===== config.mk =====
export PLATFORM = sky130hd
export DESIGN_NAME = narrow_saturate_unit
export DESIGN_NICKNAME = d
export VERILOG_FILES = /design/src/rtl/narrow_pkg.sv /design/src/rtl/narrow_fit_check.sv /design/src/rtl/narrow_saturate_unit.sv
export SDC_FILE = /design/constraint.sdc
export NUM_CORES = 1
export LEC_CHECK = 0
export ABC_AREA = 1
export ABC_CLOCK_PERIOD_IN_PS = 2700
export BUFFER_PORTS_ARGS = -buffer_cell sky130_fd_sc_hd__buf_2
export CAP_MARGIN = 25
export CORE_UTILIZATION = 50
export DETAILED_ROUTE_END_ITERATION = 6
export GPL_ROUTABILITY_DRIVEN = 0
export PLACE_DENSITY = 0.81
export SYNTH_ARGS = -nofsm -noshare
export SYNTH_HDL_FRONTEND = slang
export SYNTH_SLANG_ARGS = --single-unit

===== constraint.sdc =====
create_clock -name clk -period 2.7 [get_ports clk]
set_clock_uncertainty 0.15 [all_clocks]
set_input_delay 0.405 -clock clk [delete_from_list [all_inputs] [get_ports clk]]
set_output_delay 0.405 -clock clk [all_outputs]
set_load 0.005 [all_outputs]

===== src/rtl/narrow_pkg.sv =====
// Shared widths, saturation words and beat type for the 32-to-16 narrowing unit.
package narrow_pkg;

    localparam int unsigned IN_W_DEF  = 32;
    localparam int unsigned OUT_W_DEF = 16;
    localparam int unsigned CNT_W_DEF = 16;

    localparam logic [OUT_W_DEF-1:0] SAT_SMAX = 16'h7FFF;
    localparam logic [OUT_W_DEF-1:0] SAT_SMIN = 16'h8000;
    localparam logic [OUT_W_DEF-1:0] SAT_UMAX = 16'hFFFF;

    typedef struct packed {
        logic [IN_W_DEF-1:0] data;
        logic                is_signed;
        logic                fits;
    } beat_t;

endpackage


===== src/rtl/narrow_fit_check.sv =====
// Combinational range check: does the word fit in OUT_W bits as a signed or unsigned value.
module narrow_fit_check
    import narrow_pkg::*;
#(
    parameter int unsigned IN_W  = IN_W_DEF,
    parameter int unsigned OUT_W = OUT_W_DEF
) (
    input  logic [IN_W-OUT_W:0] data_hi,
    input  logic                is_signed,
    output logic                fits,
    output logic                sign
);

    // data_hi is in_data[IN_W-1:OUT_W-1]; bit 0 is the would-be sign bit of the result.
    always_comb begin
        sign = data_hi[IN_W-OUT_W];
        if (is_signed) begin
            fits = (&data_hi) | ~(|data_hi);
        end else begin
            fits = ~(|data_hi[IN_W-OUT_W:1]);
        end
    end

endmodule


===== src/rtl/narrow_saturate_unit.sv =====
// Two-stage 32-to-16 narrowing pipeline with overflow flag, sticky bit and event counter.
// Define NARROW_SATURATE_EN to saturate overflowing beats; otherwise they truncate.
module narrow_saturate_unit
    import narrow_pkg::*;
#(
    parameter int unsigned IN_W  = IN_W_DEF,
    parameter int unsigned OUT_W = OUT_W_DEF,
    parameter int unsigned CNT_W = CNT_W_DEF
) (
    input  logic             clk,
    input  logic             reset,
    input  logic             in_valid,
    output logic             in_ready,
    input  logic [IN_W-1:0]  in_data,
    input  logic             in_signed,
    output logic             out_valid,
    input  logic             out_ready,
    output logic [OUT_W-1:0] out_data,
    output logic             out_ovf,
    output logic             ovf_sticky,
    output logic [CNT_W-1:0] ovf_count,
    input  logic             clr_ovf
);

`ifdef NARROW_SATURATE_EN
    localparam bit SAT_EN = 1'b1;
`else
    localparam bit SAT_EN = 1'b0;
`endif

    localparam logic [OUT_W-1:0] SMAX = (OUT_W == OUT_W_DEF) ? SAT_SMAX : {1'b0, {(OUT_W-1){1'b1}}};
    localparam logic [OUT_W-1:0] SMIN = (OUT_W == OUT_W_DEF) ? SAT_SMIN : {1'b1, {(OUT_W-1){1'b0}}};
    localparam logic [OUT_W-1:0] UMAX = (OUT_W == OUT_W_DEF) ? SAT_UMAX : {OUT_W{1'b1}};

    logic             fit_ok;
    logic             fit_sign;
    logic             s1_valid;
    logic [OUT_W-1:0] s1_data;
    logic             s1_signed;
    logic             s1_sign;
    logic             s1_fits;
    logic             s1_adv;
    logic [OUT_W-1:0] sat_word;
    logic [OUT_W-1:0] s2_data_next;
    logic             ovf_event;

    narrow_fit_check #(
        .IN_W  (IN_W),
        .OUT_W (OUT_W)
    ) u_fit (
        .data_hi   (in_data[IN_W-1:OUT_W-1]),
        .is_signed (in_signed),
        .fits      (fit_ok),
        .sign      (fit_sign)
    );

    assign s1_adv    = !out_valid || out_ready;
    assign in_ready  = !s1_valid || s1_adv;
    assign ovf_event = out_valid && out_ready && out_ovf;

    always_comb begin
        sat_word     = s1_signed ? (s1_sign ? SMIN : SMAX) : UMAX;
        s2_data_next = (!s1_fits && SAT_EN) ? sat_word : s1_data;
    end

    always_ff @(posedge clk) begin
        if (reset) begin
            s1_valid  <= 1'b0;
            s1_data   <= '0;
            s1_signed <= 1'b0;
            s1_sign   <= 1'b0;
            s1_fits   <= 1'b0;
            out_valid <= 1'b0;
            out_data  <= '0;
            out_ovf   <= 1'b0;
        end else begin
            if (in_ready) begin
                s1_valid <= in_valid;
                if (in_valid) begin
                    s1_data   <= in_data[OUT_W-1:0];
                    s1_signed <= in_signed;
                    s1_sign   <= fit_sign;
                    s1_fits   <= fit_ok;
                end
            end
            // S2 only loads a real beat, so out_data/out_ovf hold while stalled or idle.
            if (s1_adv) begin
                out_valid <= s1_valid;
                if (s1_valid) begin
                    out_data <= s2_data_next;
                    out_ovf  <= !s1_fits;
                end
            end
        end
    end

    // A clear coincident with an event leaves the event counted as the first one.
    always_ff @(posedge clk) begin
        if (reset) begin
            ovf_sticky <= 1'b0;
            ovf_count  <= '0;
        end else if (clr_ovf) begin
            ovf_sticky <= ovf_event;
            ovf_count  <= CNT_W'(ovf_event);
        end else if (ovf_event) begin
            ovf_sticky <= 1'b1;
            if (!(&ovf_count)) begin
                ovf_count <= ovf_count + 1'b1;
            end
        end
    end

endmodule

==> Word level (Yosys, flattened, before mapping) <==
Cells that the tools add are included.
W data, S select, Z words.
{ "op_classes": {"addsub": 1, "n_eq_ne": 1, "muxes": 6, "n_bitwise": 4, "n_reduce_logical": 17} }
{ "ops": {"columns": ["op", "n"], "rows": [
  ["$reduce_and A17 Y1", 1],
  ["$reduce_or A17 Y1", 1],
  ["$add A16 B1 Y16 const B", 1],
  ["$reduce_and A16 Y1", 1],
  ["$reduce_or A16 Y1", 1],
  ["$reduce_and A2 Y1", 4],
  ["$mux W1", 6],
  ["$logic_not A1 Y1", 3],
  ["$not A1 Y1", 3],
  ["$logic_and A1 B1 Y1", 2],
  ["$logic_or A1 B1 Y1", 2],
  ["$ne A2 B2 Y1 const B", 1],
  ["$reduce_bool A2 Y1", 1],
  ["$reduce_or A2 Y1", 1],
  ["$or A1 B1 Y1", 1]
]} }
{ "word_totals": {"regBits": 53} }

==> Longest topological paths before layout <==
Gate-level depths: netlist (run 1).
{ "logic_depth": {"depth_word": 4, "ltp_mapped": 10, "mapped_depth_nobuf": 10} }

==> Cells and area by module <==
Synthesis (run 1) repeated with hierarchy kept, for this count alone.
{ "hier_totals": {"cells_unflattened": 334, "hier_area_um2": 2319.7} }
{ "by_module_without_submodules": {"columns": ["module", "instances", "cells_per_inst", "area_each_um2", "seq_area_each_um2"], "rows": [
  ["narrow_saturate_unit", 1, 303, 2188.3, 1061.0],
  ["narrow_fit_check", 1, 31, 131.4, 0.0]
]} }

==> Worst setup path before layout (run 1) <==
No wires, ideal clock.
{ "synth_timing": {"kind": "reg-to-reg", "startpoint": "reg ovf_count[0]", "endpoint": "reg ovf_count[1]", "setup_ps": 116, "arrival_ps": 1317, "slack_ps": 1117, "path_stages_with_launch": 10, "path_buffers": 1, "period_less_slack_ps": 1583, "cell_sequence": "dfxtp_1 > ha_1 > nand3_2 > inv_2 > nand2_2 > nor2_4 > nor2_4 > buf_6 > nor2_1 > nor2_1"} }
{ "synth_via": {"elab_chain_cells": 3, "word_cells_on_any_way": 4, "classes_between": "add/sub: 1; bitwise: 1; reduce/logical: 2"} }
{ "synth_rtl": {"columns": ["item", "line_no", "source"], "rows": [
  ["start, declared", "narrow_saturate_unit.sv:21", "output logic [CNT_W-1:0] ovf_count,"],
  ["start signal, assigned", "narrow_saturate_unit.sv:104", "ovf_count <= CNT_W'(ovf_event);"],
  ["start signal, assigned", "narrow_saturate_unit.sv:108", "ovf_count <= ovf_count + 1'b1;"],
  ["parallel branches: the longest is 3 deep, another holds $add A16 B1 Y16", null, null]
]} }
Several ways; the timed one is not identified.
A chain may end at the register's enable or synchronous reset.

==> Worst setup path after layout (run 1) <==
{ "layout_timing": {"startpoint": "reg ovf_count[0]", "endpoint": "reg ovf_count[12]"} }
The elaborated chain is that of the path after synthesis.

==> results of run 1 <==
## state kept, by name, summed over array words and instances, names as in the netlist
signal / count
out_data: 16
ovf_count: 16
s1_data: 16
out_ovf: 1
out_valid: 1
ovf_sticky: 1
s1_fits: 1
s1_valid: 1
## cells in the mapped netlist, types with 4 or more instances
master	instances	area share, %
a21oi_1	15	3.1
clkbuf_1	4	0.61
dfxtp_1	53	43
inv_1	24	3.7
inv_2	4	0.61
nand2_1	73	11
nand2_2	4	1.0
nand3_1	9	1.8
nand4_1	7	1.8
nor2_1	94	14
nor2_4	5	2.3
o21ai_0	41	8.4
xnor2_1	4	1.4
## kinds of logic (layout without fill, tap and decap cells)
| logic type | after synthesis | in the layout | synth area share [%] |
|---|---|---|---|
| buffers and inverters | 37 | 111 | 6.24 |
| and+or+nand+nor | 201 | 201 | 35.5 |
| AOI/OAI and AO/OA | 58 | 58 | 12.2 |
| xor gates and xnor gates | 6 | 6 | 2.15 |
| DFF | 53 | 53 | 43.4 |
| adders and majority gates | 1 | 1 | 0.512 |
## report_power, final
| part | internal, mW | leakage, nW | switching (mW) | total [mW] |
|---|---|---|---|---|
| sequential | 0.820 | 0.435 | 0.0213 | 0.842 |
| clock | 0.190 | 0.0452 | 0.277 | 0.466 |
| combinational | 0.0658 | 0.867 | 0.0879 | 0.154 |
| total | 1.08 | 1.35 | 0.386 | 1.46 |
## how the worst max path moves through the flow
stage	start	to	slack (ns)	depth (start not counted)
floorplan	ovf_count[0]	ovf_count[1]	1.12	9
global placement	out_ready	out_ovf	0.93	7
detailed placement	out_ready	out_ovf	0.89	7
CTS	ovf_count[0]	ovf_count[12]	0.95	9
global route	ovf_count[0]	ovf_count[14]	0.80	8
finish	ovf_count[0]	ovf_count[12]	0.95	9
## metal layers
layer	share of wire [%]	global-route usage, %	wire length (um)	vias to the layer above
met2	49	39.4	2600	69
met1	45	26.0	2380	1077
met5	0	0	0	-
li1	-	-	-	1271
met3	5.6	4.17	295	2
met4	0.47	6.75	25	0
## metrics by stage
step           total power [mW]  setup WS (ns)  instances
3_3_place_gp               1.01          0.935        489
4_1_cts                    1.47          0.948        497
3_5_place_dp               1.01          0.892        489
5_1_grt                    1.53          0.804        497
6_report                   1.46          0.950        497
2_1_floorplan             0.943           1.12        356
## layout make-up
cell class	instances	area [um2]	share of cell area, %
Tap cell	67	83.8	2.84
Sequential cell	53	1060	35.9
Clock buffer	5	68.8	2.33
Timing Repair Buffer	74	373	12.6
Clock inverter	3	25.0	0.848
Multi-Input combinational cell	266	1230	41.7
Inverter	29	109	3.69
## worst max-delay path, cell delays in order (launching register included)
cell and delay [ns]:
dfxtp_1 0.38, ha_1 0.27, nand3_2 0.14, inv_2 0.06, nand2_2 0.08, nor2_4 0.05
nor2_4 0.28, nand3_1 0.12, nand2_1 0.08, nor2_1 0.03
==> flow_summary.toml, run 1 <==
[outcome]
status = "complete, no violations"

[layout]
syn2layout_area_growth_pct = 20.7
n_fill_cell = 433
fin_nets = 468
utilization_pct = 62.5
diodes = 0
final_common_cell = "nor2_1"
drive_gt1_share_pct = 24.0
layout_common_cells = "nor2_1 (94), nand2_1 (73), buf_2 (73), dfxtp_1 (53), o21ai_0 (41)"
fin_area_um2 = 2950

[sta]
fin_hold_ws_ns = 0.187
slew_violations = 0
fin_crit_sh_pct = 64.8
max_freq_mhz = 571
setup-tns-final_ns = 0
report.final.hold_viol_count = 0
tightest_slew_ns = 0.752
rsz0062_at_grt = "no"
period_minus_slack_ns = 1.75
setup_violations = 0
relSlewSlack_pct = 49.8

[cts]
cts_setup_buffers = 0
clock-sinks = 53
postCtsHoldBufs = 0
cts_root_buffer = "clkbuf_8"
post_cts_resized = 0
cts_tree = "done"
clk_latency_ns = 0.31
path_clk_slew_ns = 0.10
htreeDepth = 2
clockBufferDepth = 2
numCtsBuffers = 5

[power]
power.density_nw_per_um2 = 495
ir_drop_mv = 0.423
p_leak_nw = 1.35

[min_path]
whs_endpoint = "ovf_count[0]"
hold_class = "primary input to register"
holdPathStages = 2
min_from = "reset"

[global_route]
grt_pass1_wl_um = 8960
antenna_found_initial = 0
grt_start_max_net_pins = 35
grt_usage_pct = 21.7
grt_pass1_vias = 2155
overflow = 0

[drt]
postRouteWirelength_um = 5300
vias = 2419
dr.pass1.iters = 4
drt-initial-drc-count = 169
drc = 0
vias_per_cell = 4.87
ant_nets = 0
wl_per_cell_um = 10.7

[critical_path]
reg2regPathDepth = 9
start_kind = "register"
crit_path_end_kind = "register"
crit_fanout = 13
crit_type = "register to register"
cp.arrival_ns = 1.80
r2r_start = "ovf_count[0]"
r2r_slack_ns = 0.95
r2r_end = "ovf_count[12]"
worst_ep_required_time_ns = 2.75

[die]
design.core.area_um2 = 4720
num_rows = 25
die_y_um = 71.9
die_w_um = 71.9
initial_core_util_pct = 51.8
die_area_um2 = 5170
pin_count = 74

[logic_synthesis]
synth-edff-count = 0
synth_flop_cell = "dfxtp_1"
ys_ff_latch = 53
yosysSeqAreaShare_pct = 43.4
synth_area_um2 = 2440
syn-num-nets = 395
synth_cell_type_count = 27
async_flop_share_pct = 0
ys_warn_count = 0
synth.avg_cell_area_um2 = 6.87
syn_inst = 356

[place]
hpwl_um = 3900
postPlaceCellArea_um2 = 2860
io_buffers = 73

[job]
cap_violations = 0
No activity file was read; power rests on OpenSTA's default activity.
==> run 2, diff against run 1 <==
--- a/config.mk
+++ b/config.mk
@@ -6,7 +6,7 @@
 export NUM_CORES = 1
 export LEC_CHECK = 0
 export ABC_AREA = 1
-export ABC_CLOCK_PERIOD_IN_PS = 2700
+export ABC_CLOCK_PERIOD_IN_PS = 1800
 export BUFFER_PORTS_ARGS = -buffer_cell sky130_fd_sc_hd__buf_2
 export CAP_MARGIN = 25
 export CORE_UTILIZATION = 50
==> constraint.sdc (replaced) <==
create_clock -name clk -period 1.8 [get_ports clk]
set_clock_uncertainty 0.15 [all_clocks]
set_input_delay 0.27 -clock clk [delete_from_list [all_inputs] [get_ports clk]]
set_output_delay 0.27 -clock clk [all_outputs]
set_load 0.005 [all_outputs]
==> run 2 against run 1 <==
Combinational power up 59%; sequential power up 50%; worst setup slack worse by 0.82 ns; largest cell class unchanged; cell area up 2.7%; critical endpoint is now ovf_count[7]; cell count up 1.6%.
==> flow_summary.toml, run 2 (synthesis gave the netlist of run 1 again) <==
[outcome]
status = "complete, no violations"

[critical_path]
cp.arrival_ns = 1.72
r2r_slack_ns = 0.13
crit_fanout = 7
reg2regPathDepth = 9
crit_type = "register to register"
r2r_start = "ovf_count[1]"
crit_path_end_kind = "register"
r2r_end = "ovf_count[7]"
start_kind = "register"
worst_ep_required_time_ns = 1.86

[layout]
fin_nets = 476
diodes = 0
top_regs = "out_data x16, ovf_count x16, s1_data x16"
finalNonFillerCells = 505
final_common_cell = "nor2_1"
drive_gt1_share_pct = 25.6
utilization_pct = 64.2
syn2layout_area_growth_pct = 24.0
layout_common_cells = "nor2_1 (94), nand2_1 (73), buf_2 (73), dfxtp_1 (53), o21ai_0 (41)"
fin_area_um2 = 3030

[drt]
ant_nets = 0
vias_per_cell = 4.82
dr.pass1.iters = 4
wl_per_cell_um = 10.9
postRouteWirelength_um = 5530
vias = 2432
drc = 0
drt-initial-drc-count = 149

[sta]
relSlewSlack_pct = 78.1
fin_hold_ws_ns = 0.0377
slew_violations = 0
fin_crit_sh_pct = 92.5
max_freq_mhz = 600
fin_ws_ns = 0.134
report.final.hold_viol_count = 0
setup-tns-final_ns = 0
setup_violations = 0
period_minus_slack_ns = 1.67
rsz0062_at_grt = "no"
tightest_slew_ns = 0.326

[power]
p_leak_nw = 1.40
ir_drop_mv = 0.538
power.density_nw_per_um2 = 737
finalPower_mw = 2.23

[die]
die_w_um = 71.9
die_y_um = 71.9
design.core.area_um2 = 4720
die_area_um2 = 5170
num_rows = 25
pin_count = 74
initial_core_util_pct = 51.8

[global_route]
grt_usage_pct = 22.7
grt_pass1_vias = 2166
antenna_found_initial = 0
grt_start_max_net_pins = 24
overflow = 0
grt_pass1_wl_um = 9250

[place]
placed_cells_incl_taps = 493
hpwl_um = 3960
place_ws_ns = 0.181
io_buffers = 73
postPlaceCellArea_um2 = 2890

[cts]
cts_tree = "done"
htreeDepth = 2
cts_root_buffer = "clkbuf_8"
numCtsBuffers = 5
clock-sinks = 53
path_clk_slew_ns = 0.10
clk_latency_ns = 0.32
clockBufferDepth = 2

[min_path]
whs_endpoint = "ovf_count[0]"
hold_class = "primary input to register"
holdPathStages = 2
min_from = "reset"

[job]
cap_violations = 0
[run 2: worst max-delay path: stages (launching register included)]
cell and delay (ns):
dfxtp_1 0.39, ha_2 0.23, nand3_2 0.14, inv_2 0.10, nand2_2 0.07, nor2_4 0.13
nor2_4 0.08, buf_4 0.14, nand2_1 0.06, a21oi_1 0.06
[run 2: final cells by class]
type                    count  area [um2]
inverters                  29         109
clock inverters             3        28.8
flip-flops and latches     53        1060
clock buffers               5        68.8
repair buffers             82         445
fillers                   449        1690
well taps                  67        83.8
multi-input cells         266        1230
[run 2: repair_timing]
item,CTS,global route
setup endpoints to repair,0,2
hold buffers,0,0
setup buffers,0,4
hold endpoints to repair,0,0
resized for setup,0,1
[run 2: how the worst max path moves through the flow]
stage                       from             to  cells past startpoint  slack (ns)
global route        ovf_count[1]  ovf_count[14]                      8       0.006
CTS                 ovf_count[1]  ovf_count[12]                     10        0.16
floorplan           ovf_count[0]   ovf_count[1]                      9        0.22
global placement    ovf_count[1]  ovf_count[12]                      9        0.24
detailed placement  ovf_count[1]  ovf_count[12]                      9        0.18
finish              ovf_count[1]   ovf_count[7]                      9        0.13
[run 2: power breakdown]
part	internal (mW)	switching [mW]	total (mW)
Clock	0.292	0.439	0.731
Combinational	0.107	0.138	0.245
Sequential	1.23	0.0275	1.26
Total	1.63	0.604	2.23
[run 2: layer usage]
metal / GRT usage [%] / share of wire (%) / vias up
li1: - / - / 1290
met3: 7.50 / 6.4 / 9
met5: 0 / 0 / -
met4: 8.50 / 1.4 / 0
met2: 37.2 / 47 / 61
met1: 27.9 / 46 / 1072
